### src/rtl/convpress_decomp_d1_if.sv
// Bus bundle for the sparse-to-dense decompressor: the compressed beat
// stream in, the dense brick stream out, and the sticky error flag.
interface convpress_decomp_d1_if #(
    parameter int N         = 16,
    parameter int Tn        = 16,
    parameter int OFFSET_SZ = 4
);
    logic                 i_valid;
    logic                 o_ready;
    logic [N-1:0]         i_data;
    logic [OFFSET_SZ-1:0] i_idx;
    logic                 i_empty;
    logic                 i_last;
    logic                 o_valid;
    logic                 i_ready;
    logic [Tn*N-1:0]      o_data;
    logic [Tn-1:0]        o_mask;
    logic [OFFSET_SZ:0]   o_nnz;
    logic                 o_err;

    // Producer of compressed beats and consumer of dense bricks.
    modport master (
        output i_valid, i_data, i_idx, i_empty, i_last, i_ready,
        input  o_ready, o_valid, o_data, o_mask, o_nnz, o_err
    );

    // The decompressor itself.
    modport slave (
        input  i_valid, i_data, i_idx, i_empty, i_last, i_ready,
        output o_ready, o_valid, o_data, o_mask, o_nnz, o_err
    );
endinterface

### src/rtl/convpress_decomp_d1.sv
// Sparse-to-dense decompressor. Collects (value, index) beats into a fill
// buffer and, on the last beat of a brick, hands the dense brick with its
// nonzero mask and count to a separate output register so the next brick
// can start filling while the current one waits on downstream.
module convpress_decomp_d1 #(
    parameter int N         = 16,
    parameter int Tn        = 16,
    parameter int OFFSET_SZ = 4
) (
    input logic                  clk,
    input logic                  rst,
    convpress_decomp_d1_if.slave bus
);
    localparam logic [OFFSET_SZ:0] IDX_LIMIT = (OFFSET_SZ+1)'(Tn);

    typedef enum logic {FILL, PEND} state_t;

    state_t               state;
    logic [N-1:0]         fill_val [Tn];
    logic [Tn-1:0]        fill_mask;
    logic [OFFSET_SZ:0]   fill_nnz;
    logic [OFFSET_SZ-1:0] prev_idx;
    logic                 first;

    logic [N-1:0]         next_val [Tn];
    logic [Tn-1:0]        next_mask;
    logic [OFFSET_SZ:0]   next_nnz;
    logic [Tn*N-1:0]      next_data;
    logic [Tn*N-1:0]      fill_data;

    logic accept;
    logic in_range;
    logic ordered;
    logic write;
    logic bad;
    logic out_free;

    // Beats are only taken while filling; PEND holds a finished brick.
    assign bus.o_ready = (state == FILL);
    assign accept      = bus.i_valid && bus.o_ready;
    assign in_range    = {1'b0, bus.i_idx} < IDX_LIMIT;
    assign ordered     = first || (bus.i_idx > prev_idx);
    assign write       = accept && !bus.i_empty && in_range && ordered;
    assign bad         = accept && !bus.i_empty && !(in_range && ordered);
    // The output slot can take a brick if empty or being drained this edge.
    assign out_free    = !bus.o_valid || bus.i_ready;

    // Fill buffer with the current beat merged in, so a last beat's own
    // value is part of the brick handed over at that same edge.
    always_comb begin
        next_data = '0;
        fill_data = '0;
        next_mask = fill_mask;
        for (int k = 0; k < Tn; k++) begin
            next_val[k] = fill_val[k];
            if (write && bus.i_idx == OFFSET_SZ'(k)) begin
                next_val[k]  = bus.i_data;
                next_mask[k] = 1'b1;
            end
            next_data[k*N +: N] = next_val[k];
            fill_data[k*N +: N] = fill_val[k];
        end
        next_nnz = fill_nnz + (OFFSET_SZ+1)'(write);
    end

    // Fill FSM, fill buffer, output brick register and sticky error flag.
    always_ff @(posedge clk or posedge rst) begin
        if (rst) begin
            state     <= FILL;
            for (int k = 0; k < Tn; k++) fill_val[k] <= '0;
            fill_mask <= '0;
            fill_nnz  <= '0;
            prev_idx  <= '0;
            first     <= 1'b1;
            bus.o_valid <= 1'b0;
            bus.o_data  <= '0;
            bus.o_mask  <= '0;
            bus.o_nnz   <= '0;
            bus.o_err   <= 1'b0;
        end else begin
            if (bad) bus.o_err <= 1'b1;
            // A handshake empties the slot; a transfer below may refill it.
            if (bus.o_valid && bus.i_ready) bus.o_valid <= 1'b0;
            case (state)
                FILL: begin
                    if (accept) begin
                        if (bus.i_last && out_free) begin
                            bus.o_data  <= next_data;
                            bus.o_mask  <= next_mask;
                            bus.o_nnz   <= next_nnz;
                            bus.o_valid <= 1'b1;
                            for (int k = 0; k < Tn; k++) fill_val[k] <= '0;
                            fill_mask <= '0;
                            fill_nnz  <= '0;
                            prev_idx  <= '0;
                            first     <= 1'b1;
                        end else begin
                            for (int k = 0; k < Tn; k++) fill_val[k] <= next_val[k];
                            fill_mask <= next_mask;
                            fill_nnz  <= next_nnz;
                            if (write) begin
                                prev_idx <= bus.i_idx;
                                first    <= 1'b0;
                            end
                            if (bus.i_last) state <= PEND;
                        end
                    end
                end
                PEND: begin
                    if (out_free) begin
                        bus.o_data  <= fill_data;
                        bus.o_mask  <= fill_mask;
                        bus.o_nnz   <= fill_nnz;
                        bus.o_valid <= 1'b1;
                        for (int k = 0; k < Tn; k++) fill_val[k] <= '0;
                        fill_mask <= '0;
                        fill_nnz  <= '0;
                        prev_idx  <= '0;
                        first     <= 1'b1;
                        state     <= FILL;
                    end
                end
                default: state <= FILL;
            endcase
        end
    end
endmodule
### src/flat_wrapper.sv
// flat-port wrapper written by rule: the top's interface ports become plain ports
module convpress_decomp_d1_flat 
#(
    parameter int N         = 16,
    parameter int Tn        = 16,
    parameter int OFFSET_SZ = 4
)
  (clk, rst, bus_i_valid, bus_i_data, bus_i_idx, bus_i_empty, bus_i_last, bus_i_ready, bus_o_ready, bus_o_valid, bus_o_data, bus_o_mask, bus_o_nnz, bus_o_err);
  convpress_decomp_d1_if #(.N(N), .Tn(Tn), .OFFSET_SZ(OFFSET_SZ)) bus_i ();
  input logic clk;
  input logic rst;
  input wire logic [$bits(bus_i.i_valid)-1:0] bus_i_valid;
  input wire logic [$bits(bus_i.i_data)-1:0] bus_i_data;
  input wire logic [$bits(bus_i.i_idx)-1:0] bus_i_idx;
  input wire logic [$bits(bus_i.i_empty)-1:0] bus_i_empty;
  input wire logic [$bits(bus_i.i_last)-1:0] bus_i_last;
  input wire logic [$bits(bus_i.i_ready)-1:0] bus_i_ready;
  output wire logic [$bits(bus_i.o_ready)-1:0] bus_o_ready;
  output wire logic [$bits(bus_i.o_valid)-1:0] bus_o_valid;
  output wire logic [$bits(bus_i.o_data)-1:0] bus_o_data;
  output wire logic [$bits(bus_i.o_mask)-1:0] bus_o_mask;
  output wire logic [$bits(bus_i.o_nnz)-1:0] bus_o_nnz;
  output wire logic [$bits(bus_i.o_err)-1:0] bus_o_err;
  assign bus_i.i_valid = bus_i_valid;
  assign bus_i.i_data = bus_i_data;
  assign bus_i.i_idx = bus_i_idx;
  assign bus_i.i_empty = bus_i_empty;
  assign bus_i.i_last = bus_i_last;
  assign bus_i.i_ready = bus_i_ready;
  assign bus_o_ready = bus_i.o_ready;
  assign bus_o_valid = bus_i.o_valid;
  assign bus_o_data = bus_i.o_data;
  assign bus_o_mask = bus_i.o_mask;
  assign bus_o_nnz = bus_i.o_nnz;
  assign bus_o_err = bus_i.o_err;
  convpress_decomp_d1 #(.N(N), .Tn(Tn), .OFFSET_SZ(OFFSET_SZ)) u_core (.clk(clk), .rst(rst), .bus(bus_i));
endmodule
### config.mk
export PLATFORM = sky130hd
export DESIGN_NAME = convpress_decomp_d1_flat
export DESIGN_NICKNAME = d
export VERILOG_FILES = /design/src/rtl/convpress_decomp_d1_if.sv /design/src/rtl/convpress_decomp_d1.sv /design/src/flat_wrapper.sv
export SDC_FILE = /design/constraint.sdc
export NUM_CORES = 1
export LEC_CHECK = 0
export BUFFER_PORTS_ARGS = -buffer_cell sky130_fd_sc_hd__buf_2
export CELL_PAD_IN_SITES_DETAIL_PLACEMENT = 1
export CELL_PAD_IN_SITES_GLOBAL_PLACEMENT = 2
export CORE_MARGIN = 2
export CORE_UTILIZATION = 38
export CTS_BUF_LIST = sky130_fd_sc_hd__clkbuf_2 sky130_fd_sc_hd__clkbuf_4 sky130_fd_sc_hd__clkbuf_8
export DETAILED_ROUTE_END_ITERATION = 6
export PLACE_DENSITY = 0.82
export SLEW_MARGIN = 20
export SYNTH_ARGS = -nofsm -noshare
export SYNTH_HDL_FRONTEND = slang
export SYNTH_SLANG_ARGS = --single-unit
### constraint.sdc
create_clock -name clk -period 21.4 [get_ports clk]
set_input_delay 2.14 -clock clk [delete_from_list [all_inputs] [get_ports clk]]
set_output_delay 2.14 -clock clk [all_outputs]
set_load 0.03 [all_outputs]
Yosys cells after proc, flatten, opt, wreduce, memory -nomap -nowiden
Index checks and enable logic that the tools add are counted.
{"block": "word_totals", "reg_bits": 562, "elab_cells": 155}
{"block": "classes", "n_bitwise": 1, "n_reduce_logical": 31, "add_sub_neg": 1, "muxes": 76, "magnitude_cmp": 1, "n_eq_ne": 19}
{"operator": "256-bit two-way mux", "n": 6}
{"operator": "256-bit one-hot mux with 2 select lines", "n": 2}
{"operator": "16-bit two-way mux", "n": 22}
{"operator": "16-bit one-hot mux with 2 select lines", "n": 2}
{"operator": "4-bit == test, second input constant", "n": 8}
{"operator": "5-bit two-way mux", "n": 6}
{"operator": "1-bit two-way mux", "n": 28}
{"operator": "1-bit logical AND", "n": 22}
{"operator": "5-bit one-hot mux with 2 select lines", "n": 2}
{"operator": "4-bit by 3-bit == test with 1-bit output, second input constant", "n": 4}
{"operator": "4-bit two-way mux", "n": 4}
{"operator": "4-bit by 2-bit == test with 1-bit output, second input constant", "n": 2}
{"operator": "4-bit one-hot mux with 2 select lines", "n": 1}
{"operator": "2-bit inequality test, second input constant", "n": 3}
{"operator": "1-bit one-hot mux with 2 select lines", "n": 3}
{"operator": "3-bit AND reduction", "n": 2}
{"operator": "5-bit by 1-bit adder with 5-bit output", "n": 1}
{"operator": "4-bit by 1-bit == test with 1-bit output, second input constant", "n": 1}
{"operator": "4-bit greater-than comparator", "n": 1}
{"operator": "4-bit zero test", "n": 1}
{"operator": "1-bit zero test", "n": 3}
{"operator": "3-bit inequality test, second input constant", "n": 1}
{"operator": "1-bit logical OR", "n": 2}
{"operator": "2-bit AND reduction", "n": 1}
{"operator": "1-bit inverter", "n": 1}

Depth between registers and ports, before layout
{"block": "logic_depth", "ltp_word": 9, "mapped_depth": 13}

Least setup slack after synthesis
OpenSTA, ideal clock, no wires.
{"block": "synth_timing", "kind": "input -> register", "start": "input bus_i_idx[1]", "end": "register u_core.fill_nnz[2]", "path_stages": 11, "setup_time_ps": 94, "setup_slack_ps": 16729, "n_path_buf": 0, "t_arrival_ps": 4577, "cell_sequence": "ha_1 -> nor2b_1 -> o211ai_2 -> a21boi_0 -> o21ai_1 -> inv_1 -> ha_1 -> ha_1 -> nor2b_1 -> a22o_1 -> a211oi_1"}
{"block": "synth_via", "elab_chain_cells": 7}
{"element": "start: declaration", "line": "flat_wrapper.sv:14", "source": "input wire logic [$bits(bus_i.i_idx)-1:0] bus_i_idx;"}
{"element": "4-bit greater-than comparator", "line": "convpress_decomp_d1.sv:42", "source": "assign ordered = first || (bus.i_idx > prev_idx);"}
{"element": "1-bit logical OR", "line": "convpress_decomp_d1.sv:42"}
{"element": "1-bit logical AND", "line": "convpress_decomp_d1.sv:43", "source": "assign write = accept && !bus.i_empty && in_range && ordered;"}
{"element": "5-bit by 1-bit adder with 5-bit output", "line": "convpress_decomp_d1.sv:63", "source": "next_nnz = fill_nnz + (OFFSET_SZ+1)'(write);"}
{"element": "5-bit two-way mux", "line": "convpress_decomp_d1.sv:87", "source": "if (bus.i_last && out_free) begin"}
{"element": "5-bit two-way mux", "line": "convpress_decomp_d1.sv:86", "source": "if (accept) begin"}
{"element": "5-bit one-hot mux with 2 select lines", "line": "convpress_decomp_d1.sv:84", "source": "case (state)"}
{"element": "end signal: assignment", "line": "convpress_decomp_d1.sv:100", "source": "fill_nnz <= next_nnz;"}
{"element": "end: declaration", "line": "convpress_decomp_d1.sv:21", "source": "logic [OFFSET_SZ:0] fill_nnz;"}
No other way between the ends. The select of a mux whose other input is x is not followed.
A chain may end at the register's enable or synchronous reset.

Worst setup path in the final report
{"block": "layout_timing", "start": "input bus_i_last", "end": "register u_core.fill_val, in the netlist u_core.fill_data[201]"}
{"block": "layout_via", "elab_chain_cells": 4}
{"element": "start: declaration", "line": "flat_wrapper.sv:16", "source": "input wire logic [$bits(bus_i.i_last)-1:0] bus_i_last;"}
{"element": "1-bit logical AND", "line": "convpress_decomp_d1.sv:87"}
{"element": "256-bit two-way mux", "line": "convpress_decomp_d1.sv:87"}
{"element": "256-bit two-way mux", "line": "convpress_decomp_d1.sv:86"}
{"element": "256-bit one-hot mux with 2 select lines", "line": "convpress_decomp_d1.sv:84"}
{"element": "end: declaration", "line": "convpress_decomp_d1.sv:19", "source": "logic [N-1:0] fill_val [Tn];"}
No other way between the ends. The select of a mux whose other input is x is not followed.

==> run metrics <==
cell depth of the worst min-delay path=1; die span in y=259 um; Slowest-stage cell, CP=sky130_fd_sc_hd__buf_4; WS Path Type=in -> reg; Avg WL per Cell=27.3 um; GRT Residual Overflow=0; outcome=finished clean; number of nets in the synthesized netlist=2,661; clock latency of the later-clocked register in the worst-skew pair=roughly 0.72 ns; router iterations before antenna repair=5; Final Max Slew Viols=0; post-synthesis adder-cell area fraction=less than 1%; Synth Flop Type=sky130_fd_sc_hd__dfrtp_1; post-cts sizing count=0; Setup violations, final=0; CP arrival=around 7.0 ns; setup repair after global routing missed its margin=false; ports placed on the boundary=306; post-synthesis sequential element count=about 560; class of the tightest hold or removal check=reg -> reg; post-synthesis cell area=24,700 um2; CP Capture Type=flip-flop; Initial Util=between 30 and 40%; FF-to-FF setup slack=16.01 ns; multiplexer area fraction after synthesis=less than 1%; Leak=between 10 and 15 nW; unique cell type count in the Yosys netlist=38; final standard cell utilization of the core=44.6%; # port buffers=305; Worst path max stage delay=0.90 ns; Routed Wire Length=roughly 100,000 um; hold endpoint=u_core.bus.o_err; fraction of registers with async set or reset after synthesis=between 90% and 100%; number of setup buffers added after CTS=0; launch instance of the worst min-delay path=u_core.bus.o_err; final RePlAce weighted congestion=0.809; count of flip-flops with a built-in enable after synthesis=0; post-synthesis compound-gate area fraction=28.9%; clock sink count=562; synth-to-layout area growth=16.0%; area of the core=64,300 um2; post-DP HPWL=between 50,000 and 60,000 um; depth of the CTS H-tree=3; main combinational cell family by area after synthesis=compound AO/OA/AOI/OAI gates; commonest non-fill, non-tap cells in the layout=561 x sky130_fd_sc_hd__dfrtp_1, 514 x sky130_fd_sc_hd__o21ai_0, 305 x sky130_fd_sc_hd__buf_2; number of buffers on the longest clock path=3; worst-case setup margin in the final layout=~15 ns; clock tree from TritonCTS=built; wire length of the first global-routing pass=150,000 um; GRT busiest layer=met2; die width=259 um; required time worst endpoint=22.02 ns; via count of the first global-routing pass=23,100; share of the yosys chip area belonging to registers=56.9%; power density over cell area=approximately 100 nW/um2; met2 GRT Util=47.7%; shortest period the worst path allows=6.41 ns; Slew Limit Headroom=21.7%; total count of hold-check failures in the final report=0; share of layout cells above drive strength 1=19.6%; Post-Route Skew=between 0.03 and 0.04 ns; final std cell area, no fill=28,700 um2; Simple-Gate Fraction of Synth Area=under 10%; GRT Util Overall=~30%; number of buffers created by CTS=97; number of cells traversed by the worst register-to-register path=8; global-route track usage on met1=about two fifths; Setup WS pre-CTS=14.41 ns; leading cell type in the layout, fill and taps excluded=sky130_fd_sc_hd__dfrtp_1; std cell rows=93; transition time at the pin with the least slew margin=1.17 ns; number of antenna violations at the first check in global routing=2; fmax=156 MHz; cell breakdown of the critical path=buf_2, a21oi_1, or2_4, buf_4, buf_4, buf_4, buf_4, o211ai_1, o21ai_0; clock-pin slew of the registers on the worst-case setup and hold paths=about 0.060 ns; Synthesis Warnings=0; Fin Setup TNS=0 ns; placed cells=3,519; overall via count from detail_route=22,900; placed cell areas=roughly 27,000 um2; global routing usage on met3=4.66%; CTS Hold Buffers Added=0; launching element type of the critical path=primary input; number of routed nets with antenna violations=0; CP most frequent cell=sky130_fd_sc_hd__buf_4; xor and xnor area share after synthesis=0.106%; final cell count without fillers=3,689; maximum fanout encountered on the critical timing path=85; Via-to-Cell Ratio=6.19; synthesized area divided by synthesized cell count=9.40 um2; worst IR drop on VDD=0.0446 mV; initial detailed-routing violation count=2,039; beginning of the worst register-to-register path=u_core.state; # Max-Cap Violations=0; die area=around 67,000 um2; nets=2,795; Mapped Cells=2,629; ratio of final minimum period to clock period=roughly 30%; end of the worst register-to-register path=u_core.fill_data[201]; pin count of the biggest net entering global routing=166; clock root buffer master=sky130_fd_sc_hd__clkbuf_8; DRC=0
[worst max-delay path by stage]
stage,slack [ns],endpoint,cells after the start,startpoint
2_1_floorplan,3.54,u_core.bus.o_data[0],1,rst
3_3_place_gp,14.61,u_core.fill_data[117],9,bus_i_last
3_5_place_dp,14.41,u_core.fill_data[104],9,bus_i_last
4_1_cts,15.17,u_core.fill_data[64],9,bus_i_last
5_1_grt,14.69,u_core.fill_data[122],9,bus_i_last
6_report,14.99,u_core.fill_data[201],9,bus_i_last
[cells in the mapped netlist, types with 2 or more instances]
library cell	count	share of area, %
sky130_fd_sc_hd__a211oi_4	3	0.24
sky130_fd_sc_hd__a21boi_0	2	0.061
sky130_fd_sc_hd__a21o_1	3	0.091
sky130_fd_sc_hd__a21oi_1	173	3.5
sky130_fd_sc_hd__a22o_1	5	0.18
sky130_fd_sc_hd__a31oi_1	256	6.5
sky130_fd_sc_hd__and2_1	3	0.076
sky130_fd_sc_hd__buf_1	26	0.39
sky130_fd_sc_hd__buf_2	17	0.34
sky130_fd_sc_hd__buf_4	2	0.061
sky130_fd_sc_hd__clkbuf_1	282	4.3
sky130_fd_sc_hd__dfrtp_1	561	57
sky130_fd_sc_hd__ha_1	6	0.30
sky130_fd_sc_hd__inv_1	7	0.11
sky130_fd_sc_hd__mux2i_1	6	0.24
sky130_fd_sc_hd__nand2_1	97	1.5
sky130_fd_sc_hd__nand2b_1	4	0.10
sky130_fd_sc_hd__nand3_1	105	2.1
sky130_fd_sc_hd__nor2_1	282	4.3
sky130_fd_sc_hd__nor2b_1	5	0.13
sky130_fd_sc_hd__o211ai_1	244	7.4
sky130_fd_sc_hd__o21a_1	2	0.061
sky130_fd_sc_hd__o21ai_0	514	10
sky130_fd_sc_hd__o21ai_1	7	0.14
sky130_fd_sc_hd__or2_2	2	0.051
sky130_fd_sc_hd__xnor2_1	3	0.11
[layer usage]
metal | part of all wire, % | up-vias
li1 | - | 9828
met1 | 43 | 12000
met2 | 47 | 821
met3 | 6.1 | 186
met4 | 3.6 | 0
met5 | 0 | -
[power by group]
group / internal, mW / leakage (nW) / switching [mW]
Combinational: 0.155 / 3.80 / 0.496
Sequential: 1.18 / 7.32 / 0.0944
Clock: 0.581 / 1.09 / 0.465
Total: 1.91 / 12.2 / 1.06
[stage by stage]
| stage | hold WS (ns) | power (mW) |
|---|---|---|
| finish | 0.460 | 2.97 |
| global route | 0.491 | 3.08 |
| CTS | 0.461 | 2.99 |
| detailed placement | 0.448 | 1.94 |
| global placement | 0.438 | 1.92 |
| floorplan | 0.446 | 1.68 |
[logic make-up (layout without fill, tap and decap cells)]
family                   after synthesis  in the layout
XOR/XNOR                               3              3
buffers and inverters                336            540
flip-flops                           562            562
AND/OR/NAND/NOR                      501            501
other                                  0              1
adder cells (fa/ha/maj)                6              6
multiplexers                           6              6
AO/OA/AOI/OAI                       1215           1215
[sequential cells by signal (all words and copies together) (netlist names), 4 cells and up]
register / cells
u_core.bus.o_data: 256
u_core.fill_data: 256
u_core.fill_nnz: 5
u_core.prev_idx: 4
u_core.fill_mask: 16
u_core.bus.o_nnz: 5
u_core.bus.o_mask: 16
[critical path: cells and delay by family]
family          cells  cell delay [ns]
compound gates      3             0.70
buf+inv             5             3.50
simple gates        1             0.47
[final cells by class]
type                            count  area [um2]
Sequential cell                   562       14100
Tap cell                          855        1070
Fill cell                        7298       35700
Inverter                            8        37.5
Clock buffer                      153        1890
Timing Repair Buffer              363        2010
Clock inverter                     16         149
Multi-Input combinational cell   1731        9450
Antenna cell                        1        2.50
Note: power is estimated with default switching activity, not from simulation.
